$ cat config.mk
export PLATFORM = sky130hd
export DESIGN_NAME = regfile_wdecode_flat
export DESIGN_NICKNAME = d
export VERILOG_FILES = /design/src/rtl/regfile_wdecode_pkg.sv /design/src/rtl/regfile_wdecode_if.sv /design/src/rtl/regfile_wdecode_decoder_5to32.sv /design/src/rtl/regfile_wdecode.sv /design/src/flat_wrapper.sv
export SDC_FILE = /design/constraint.sdc
export NUM_CORES = 2
export LEC_CHECK = 0
export ABC_CLOCK_PERIOD_IN_PS = 34200
export CAP_MARGIN = 30
export CORE_MARGIN = 2
export CORE_UTILIZATION = 55
export CTS_CLUSTER_SIZE = 30
export DETAILED_ROUTE_END_ITERATION = 8
export HOLD_SLACK_MARGIN = 0.02
export PLACE_DENSITY_LB_ADDON = 0.15
export SLEW_MARGIN = 20
export SYNTH_ARGS = -nofsm -noshare
export SYNTH_HDL_FRONTEND = slang
export SYNTH_SLANG_ARGS = --single-unit
$ cat constraint.sdc
create_clock -name clk -period 34.2 [get_ports clk]
set_clock_uncertainty 0.15 [all_clocks]
set_input_delay 6.84 -clock clk [delete_from_list [all_inputs] [get_ports clk]]
set_output_delay 6.84 -clock clk [all_outputs]
set_load 0.05 [all_outputs]
$ cat src/rtl/regfile_wdecode_pkg.sv
// Shared constants for the MIPS register file, control unit and destination-select mux.
package regfile_wdecode_pkg;

  localparam int DATA_W = 32;
  localparam int ADDR_W = 5;
  localparam int CNT_W  = 16;

  localparam logic [4:0] REG_ZERO = 5'd0;

endpackage

$ cat src/rtl/regfile_wdecode_if.sv
// Write-back, read and display signals of the register file, grouped for the CPU datapath.
interface regfile_wdecode_if
  import regfile_wdecode_pkg::*;
#(
  parameter int DW = DATA_W,
  parameter int AW = ADDR_W
);

  logic          we;
  logic [AW-1:0] wa;
  logic [DW-1:0] wd;
  logic [AW-1:0] ra1;
  logic [DW-1:0] rd1;
  logic [AW-1:0] ra2;
  logic [DW-1:0] rd2;
  logic [AW-1:0] dbg_a;
  logic [DW-1:0] dbg_d;
  logic          wr_hit;
  logic [CNT_W-1:0] wr_cnt;

  modport master (
    output we, wa, wd, ra1, ra2, dbg_a,
    input  rd1, rd2, dbg_d, wr_hit, wr_cnt
  );

  modport slave (
    input  we, wa, wd, ra1, ra2, dbg_a,
    output rd1, rd2, dbg_d, wr_hit, wr_cnt
  );

endinterface

$ cat src/rtl/regfile_wdecode_decoder_5to32.sv
// Binary-to-one-hot decoder; y is all zero while en is low, whatever a holds.
module decoder_5to32 #(
  parameter int A_W = 5
) (
  input  logic [A_W-1:0]      a,
  input  logic                en,
  output logic [(2**A_W)-1:0] y
);

  localparam int N = 2**A_W;

  assign y = en ? (N'(1) << a) : '0;

endmodule

$ cat src/rtl/regfile_wdecode.sv
// 32-entry MIPS register file: one-hot write decode, two async read ports, debug port, write counter.
module regfile_wdecode
  import regfile_wdecode_pkg::*;
#(
  parameter int DATA_W = regfile_wdecode_pkg::DATA_W,
  parameter int ADDR_W = regfile_wdecode_pkg::ADDR_W,
  parameter int BYPASS = 0
) (
  input  logic clk,
  input  logic rst,
  regfile_wdecode_if.slave bus
);

  localparam int NREG = 2**ADDR_W;

  logic [NREG-1:0]   dec_y;
  logic [NREG-1:0]   wen;
  logic [DATA_W-1:0] regs_q [NREG];
  logic              commit;
  logic              wr_hit_q;
  logic [CNT_W-1:0]  wr_cnt_q;
  logic [DATA_W-1:0] rd1_c, rd2_c, dbg_c;

  decoder_5to32 #(.A_W(ADDR_W)) u_dec (
    .a  (bus.wa),
    .en (bus.we),
    .y  (dec_y)
  );

  // $0 is hard-wired: its enable is masked so the storage never changes
  assign wen    = dec_y & ~NREG'(1);
  assign commit = bus.we && (bus.wa != ADDR_W'(REG_ZERO));

  for (genvar gi = 0; gi < NREG; gi++) begin : g_reg
    always_ff @(posedge clk or posedge rst) begin
      if (rst)
        regs_q[gi] <= '0;
      else if (wen[gi])
        regs_q[gi] <= bus.wd;
    end
  end

  always_ff @(posedge clk or posedge rst) begin
    if (rst) begin
      wr_hit_q <= 1'b0;
      wr_cnt_q <= '0;
    end else begin
      wr_hit_q <= commit;
      if (commit)
        wr_cnt_q <= wr_cnt_q + 1'b1;
    end
  end

  // Forwarding is suppressed under reset so every port reads 0 while rst is high
  always_comb begin
    rd1_c = (bus.ra1 == '0) ? '0 : regs_q[bus.ra1];
    rd2_c = (bus.ra2 == '0) ? '0 : regs_q[bus.ra2];
    dbg_c = (bus.dbg_a == '0) ? '0 : regs_q[bus.dbg_a];
    if (BYPASS != 0 && !rst && commit) begin
      if (bus.ra1 == bus.wa) rd1_c = bus.wd;
      if (bus.ra2 == bus.wa) rd2_c = bus.wd;
    end
  end

  assign bus.rd1    = rd1_c;
  assign bus.rd2    = rd2_c;
  assign bus.dbg_d  = dbg_c;
  assign bus.wr_hit = wr_hit_q;
  assign bus.wr_cnt = wr_cnt_q;

endmodule

$ cat src/flat_wrapper.sv
// flat-port wrapper written by rule: the top's interface ports become plain ports
module regfile_wdecode_flat import regfile_wdecode_pkg::*;
#(
  parameter int DATA_W = regfile_wdecode_pkg::DATA_W,
  parameter int ADDR_W = regfile_wdecode_pkg::ADDR_W,
  parameter int BYPASS = 0
)
  (clk, rst, bus_we, bus_wa, bus_wd, bus_ra1, bus_ra2, bus_dbg_a, bus_rd1, bus_rd2, bus_dbg_d, bus_wr_hit, bus_wr_cnt);
  regfile_wdecode_if #(.DW(32), .AW(5)) bus_i ();
  input  logic clk;
  input  logic rst;
  input wire logic [$bits(bus_i.we)-1:0] bus_we;
  input wire logic [$bits(bus_i.wa)-1:0] bus_wa;
  input wire logic [$bits(bus_i.wd)-1:0] bus_wd;
  input wire logic [$bits(bus_i.ra1)-1:0] bus_ra1;
  input wire logic [$bits(bus_i.ra2)-1:0] bus_ra2;
  input wire logic [$bits(bus_i.dbg_a)-1:0] bus_dbg_a;
  output wire logic [$bits(bus_i.rd1)-1:0] bus_rd1;
  output wire logic [$bits(bus_i.rd2)-1:0] bus_rd2;
  output wire logic [$bits(bus_i.dbg_d)-1:0] bus_dbg_d;
  output wire logic [$bits(bus_i.wr_hit)-1:0] bus_wr_hit;
  output wire logic [$bits(bus_i.wr_cnt)-1:0] bus_wr_cnt;
  assign bus_i.we = bus_we;
  assign bus_i.wa = bus_wa;
  assign bus_i.wd = bus_wd;
  assign bus_i.ra1 = bus_ra1;
  assign bus_i.ra2 = bus_ra2;
  assign bus_i.dbg_a = bus_dbg_a;
  assign bus_rd1 = bus_i.rd1;
  assign bus_rd2 = bus_i.rd2;
  assign bus_dbg_d = bus_i.dbg_d;
  assign bus_wr_hit = bus_i.wr_hit;
  assign bus_wr_cnt = bus_i.wr_cnt;
  regfile_wdecode #(.DATA_W(DATA_W), .ADDR_W(ADDR_W), .BYPASS(BYPASS)) u_core (.clk(clk), .rst(rst), .bus(bus_i));
endmodule
* Yosys cells after proc, flatten, opt, wreduce, memory -nomap -nowiden
Cells that the tools add are included.
Storage, ports and cells: latch bits 0, bits in registers 1009, memory bits (writable) 0, memory bits (read-only) 0, word-level logic and storage cells 59, memories 0
Operators by class: order comparisons 3, reductions and logical operators 5, eq/ne operators 0, add/sub/neg operators 1, $mul 0, bitwise logic cells 3, shift-type cells 1, multiplexer cells 13, div/mod/pow operators 0
Operators by type and width (number):
- $bmux W32 S5 | 3
- $mux W32 | 10
- $shl A1 B5 Y32 const A | 1
- $ge A6 B6 Y1 const B | 3
- $not A5 Y6 | 3
- $add A16 B1 Y16 const B | 1
- $logic_not A5 Y1 | 3
- $reduce_bool A5 Y1 | 1
- $logic_and A1 B1 Y1 | 1

* Depth between registers and ports, before layout
depth after elaboration 5, depth in mapped cells 9, mapped depth without buffers 5

* Modules after synthesis
From an unflattened synthesis, not the netlist that was laid out.
Unflattened totals: cells, all modules 4380, area, all modules 62027.0 um^2
By module, submodules not included:
- regfile_wdecode | cells each 4333, times used 1, seq. area each 25249.2 um^2, area each 61793.0 um^2
- decoder_5to32 | cells each 47, times used 1, seq. area each 0.0 um^2, area each 234.0 um^2

* Worst setup path before layout
Ideal clock, no wire load.
path kind input to output, from input port bus_dbg_a[0], to output port bus_dbg_d[30], cell stages on the path 8, path buffers 5, data arrival time 9.119 ns, data required time 27.210 ns, setup slack 18.091 ns, cells stage by stage buf_2 -> buf_6 -> buf_6 -> buf_6 -> buf_2 -> mux2i_1 -> a211oi_1 -> o31ai_1
On the way: longest elaborated chain between the ends 5
RTL lines:
- from (decl) | line flat_wrapper.sv:17 | input wire logic [$bits(bus_i.dbg_a)-1:0] bus_dbg_a;
- $not A5 Y6 (not written as such) | line regfile_wdecode.sv:58 | dbg_c = (bus.dbg_a == '0) ? '0 : regs_q[bus.dbg_a];
- $bmux W32 S5 | line regfile_wdecode.sv:58
- $mux W32 (not written as such) (2 in a row) | line regfile_wdecode.sv:58
- $mux W32 * | line regfile_wdecode.sv:58
- to (decl) | line flat_wrapper.sv:20 | output wire logic [$bits(bus_i.dbg_d)-1:0] bus_dbg_d;
Every way passes the cells marked *; elsewhere a longest branch is shown, timed or not. The select of a mux whose other input is x is not followed.

* Worst setup path in the final report
from input port bus_ra1[1], to output port bus_rd1[0]
On the way: longest elaborated chain between the ends 5
RTL lines:
- from (decl) | line flat_wrapper.sv:15 | input wire logic [$bits(bus_i.ra1)-1:0] bus_ra1;
- $not A5 Y6 (not written as such) | line regfile_wdecode.sv:56 | rd1_c = (bus.ra1 == '0) ? '0 : regs_q[bus.ra1];
- $bmux W32 S5 | line regfile_wdecode.sv:56
- $mux W32 (not written as such) (2 in a row) | line regfile_wdecode.sv:56
- $mux W32 * | line regfile_wdecode.sv:56
- to (decl) | line flat_wrapper.sv:18 | output wire logic [$bits(bus_i.rd1)-1:0] bus_rd1;
Marks and branches as above.

==> results.txt <==
----------------------------------------------------
[Synthesis]
  Synth unique cells ... 35
  Most instantiated cells after synthesis ... mux2_2, dfrtp_1, mux4_2
  Most used flip-flop cell after synthesis ... dfrtp_1
  Total of flip-flops plus latches after synthesis ... 1009
  Cell count after synthesis ... 4356
  Fraction of synthesized cell area taken by the top area cell type ... 40.66%
  Dominant cells by area after synthesis ... dfrtp_1, mux4_2, mux2_2
  EDFF count, synth ... 0
  Largest area contributor in the netlist ... dfrtp_1
  Synth warnings ... 0
  Syn_nets ... 4412
  Area of the mapped netlist ... 62100 sq um
  Proportion of register bits with asynchronous set or reset after synthesis ... 100.0%
  Library cell with the highest instance count after synthesis ... mux2_2
  Synthesized area per cell ... 14.26 sq um
  Post-synthesis sequential area ratio ... 40.66%

[Final layout]
  Ratio of cells with drive above 1 in the final layout ... 47.19%
  Synth-to-Final Area Change ... 11.30%
  Multi-input logic area ... 34690 sq um
  Number of fillers in the final layout ... 8525
  Sequential cell area ... 25250 sq um
  Area of all placed cells without fillers ... 69120 sq um
  Final net count ... 4331

[STA]
  Final Hold Violating Endpoints ... 0
  Total count of max-transition violations in the final report ... 0
  Fin crit share ... 53.65%
  # setup viols final ... 0
  Fmax ... 0.05451 GHz
  Summed negative setup slack over all endpoints ... 0 ps
  Crit path time final ... 18350 ps
  Setup repair after global routing missed its margin ... no
  Max_slew headroom ... 28.29%
  Worst-Margin Slew ... 1076 ps

[Pwr]
  Largest vdd supply drop ... 63.70 uV
  Logic pwr share ... 26.4%
  Clock share of power ... 32.7%
  Sw frac ... 30.39%
  Pwr/cell area ... 58.48 nW/um^2
  Reg power frac ... 40.9%
  Net switching power ... 1228 uW
  Static power due to leakage ... 0.02912 uW
  Cell-internal power ... 2814 uW

[CTS]
  Total clock buffers created by CTS ... 115
  Hold bufs inserted after CTS ... 0
  Number of buffers on the longest clock path ... 3
  TritonCTS sink count ... 1009
  CTS clk-pin slew, worst paths ... 60 ps
  CTS tree ... yes
  Later-pin clock latency in the skew report ... 700 ps
  Post-CTS setup repair buffer count ... 0
  Number of H-tree levels ... 3
  Clock tree root buffer cell ... clkbuf_16
  Count of cells resized by post-cts repair ... 0

[GRT]
  Global-route wire length before repair ... 303.6 mm
  Largest net degree at the start of global routing ... 162
  Remaining global-route overflow ... 0
  Via count of the first global-routing pass ... 43874
  Overall Global Routing Usage ... 35.72%
  Initial antenna violation count ... 6

[Die]
  Initial core utilization ... 55.35%
  Vertical die dimension ... 340.0 um
  Die area ... 115600 sq um
  Die extent in x ... 340.0 um
  Area inside the core boundary ... 112200 sq um
  Num ports ... 168
  Cell Rows ... 123

[Setup path]
  Crit path DAT ... 11360 ps
  Worst Path Max Fanout ... 45
  Crit. End Element ... primary output
  Length in cells of the worst reg-to-reg path ... 5
  Startpoint type of the worst setup path ... input pin
  Required time of the critical path ... 27210 ps
  Critical path class ... input pin to primary output

[Detailed routing]
  Drt wl/cell ... 35.12 um
  Starting DRT DRC Count ... 5103
  Iteration count of the initial detailed-routing pass ... 6
  Number of DRC violations after detailed routing ... 0
  Routed length on met2 ... 93.99 mm
  Number of antenna-violating nets in the routed design ... 0
  Met3 routed WL ... 21.21 mm
  Total wirelength of the detailed-routed design ... 206.4 mm
  Detailed-routing wirelength on met1 ... 81.66 mm
  Routed via count ... 43462
  Via density per instance ... 7.395
  Top metal layer carrying routed signals ... met5

[Placed design]
  Total of buffers placed on input and output ports ... 167
  Post-place instance area ... 64690 sq um
  HPWL after DPL ... 115.5 mm
  GPL Wtd Cong ... 0.8330

[Min path]
  Cell count of the worst hold path ... 1
  Worst min-delay path category ... register to register

[Status]
  Status ... finished clean

[Run]
  Count of maximum capacitance violations ... 0

----------------------------------------------------
[metal layers]
| layer | global-route usage (%) | vias to the layer above |
|---|---|---|
| met2 | 53.84 | 2540 |
| met4 | 16.00 | 4 |
| met1 | 49.61 | 23155 |
| met3 | 8.490 | 591 |
| li1 | - | 17172 |
| met5 | 0 | - |
[layout make-up]
class,instances,share of cell area [%]
sequential,1009,36.53
inverter,7,0.04344
timing repair buffer,309,4.690
tap,1500,2.715
antenna,3,0.01086
clock buffer,170,4.929
multi-input combinational,2833,50.18
clock inverter,46,0.9014
[sequential cells by signal (all words and copies together), names as in the netlist]
signal and flops:
u_core.bus.wr_hit 1, u_core.regs_q 992, u_core.bus.wr_cnt 16
[final timing paths]
kind / end / slack (ps) / startpoint
worst max-delay path: bus_rd1[0] / 15850 / bus_ra1[1]
worst min-delay path: u_core.bus.wr_cnt[15] / 320 / u_core.bus.wr_cnt[15]
worst max register to register: u_core.bus.wr_cnt[14] / 32540 / u_core.bus.wr_cnt[0]
worst min register to register: u_core.bus.wr_cnt[15] / 320 / u_core.bus.wr_cnt[15]
max in group asynchronous: u_core.regs_q[653] / 23940 / rst
min in group asynchronous: u_core.bus.wr_cnt[0] / 6290 / rst
[through the flow]
stage | hold slack [ps] | power (uW) | setup slack (ps) | util (%) | instances
4_1_cts | 323.4 | 4034 | 15750 | 61.25 | 5854
6_report | 322.2 | 4042 | 15850 | 61.61 | 5877
5_1_grt | 341.1 | 4197 | 15690 | 61.61 | 5876
3_3_place_gp | 311.5 | 2676 | 15760 | 57.36 | 5615
2_1_floorplan | 336.9 | 2434 | 13310 | - | 4356
3_5_place_dp | 310.3 | 2716 | 15760 | 57.66 | 5638
[cells by family (layout without fill, tap and decap cells)]
family                   after synthesis  in the layout  share of synthesized area (%)
multiplexers                        1954           1954                          45.29
adder cells (fa/ha/maj)                1              1                        0.02014
AO/OA/AOI/OAI                        674            674                          8.150
flip-flops                          1009           1009                          40.66
other                                  0              3                              0
XOR/XNOR                              15             15                         0.2116
AND/OR/NAND/NOR                      189            189                          1.749
buffers and inverters                514            532                          3.923
[power by group through the flow]
| stage | logic, uW | clock network, uW | registers, uW |
|---|---|---|---|
| final | 1070 | 1320 | 1650 |
| after global routing | 1130 | 1390 | 1690 |
| after CTS | 1060 | 1330 | 1640 |
| after detailed placement | 1050 | 0 | 1660 |
| after global placement | 1030 | 0 | 1640 |
| after floorplan | 822 | 0 | 1610 |
[layout by cell type, fill, tap and decap left out, types with 25 or more instances in the layout]
cell type,synthesis,final
a211oi_1,96,96
a22o_1,287,287
and2_1,100,97
buf_4,35,100
buf_8,0,33
clkbuf_1,263,25
clkbuf_16,0,117
clkbuf_8,0,28
clkdlybuf4s50_1,0,151
dfrtp_1,1009,1009
mux2_2,1081,1081
mux2i_1,290,290
mux4_2,576,576
o21ai_1,96,96
o22ai_1,96,96
o31ai_1,96,96
[worst max-delay path, cell delays in order]
cell and delay [ps]:
buf_6 630, buf_4 650, nor2b_4 580, buf_4 590, a22o_1 240, a211oi_1 70
o31ai_1 730, clkdlybuf4s50_1 950
Power figures use the tool's default switching activity.
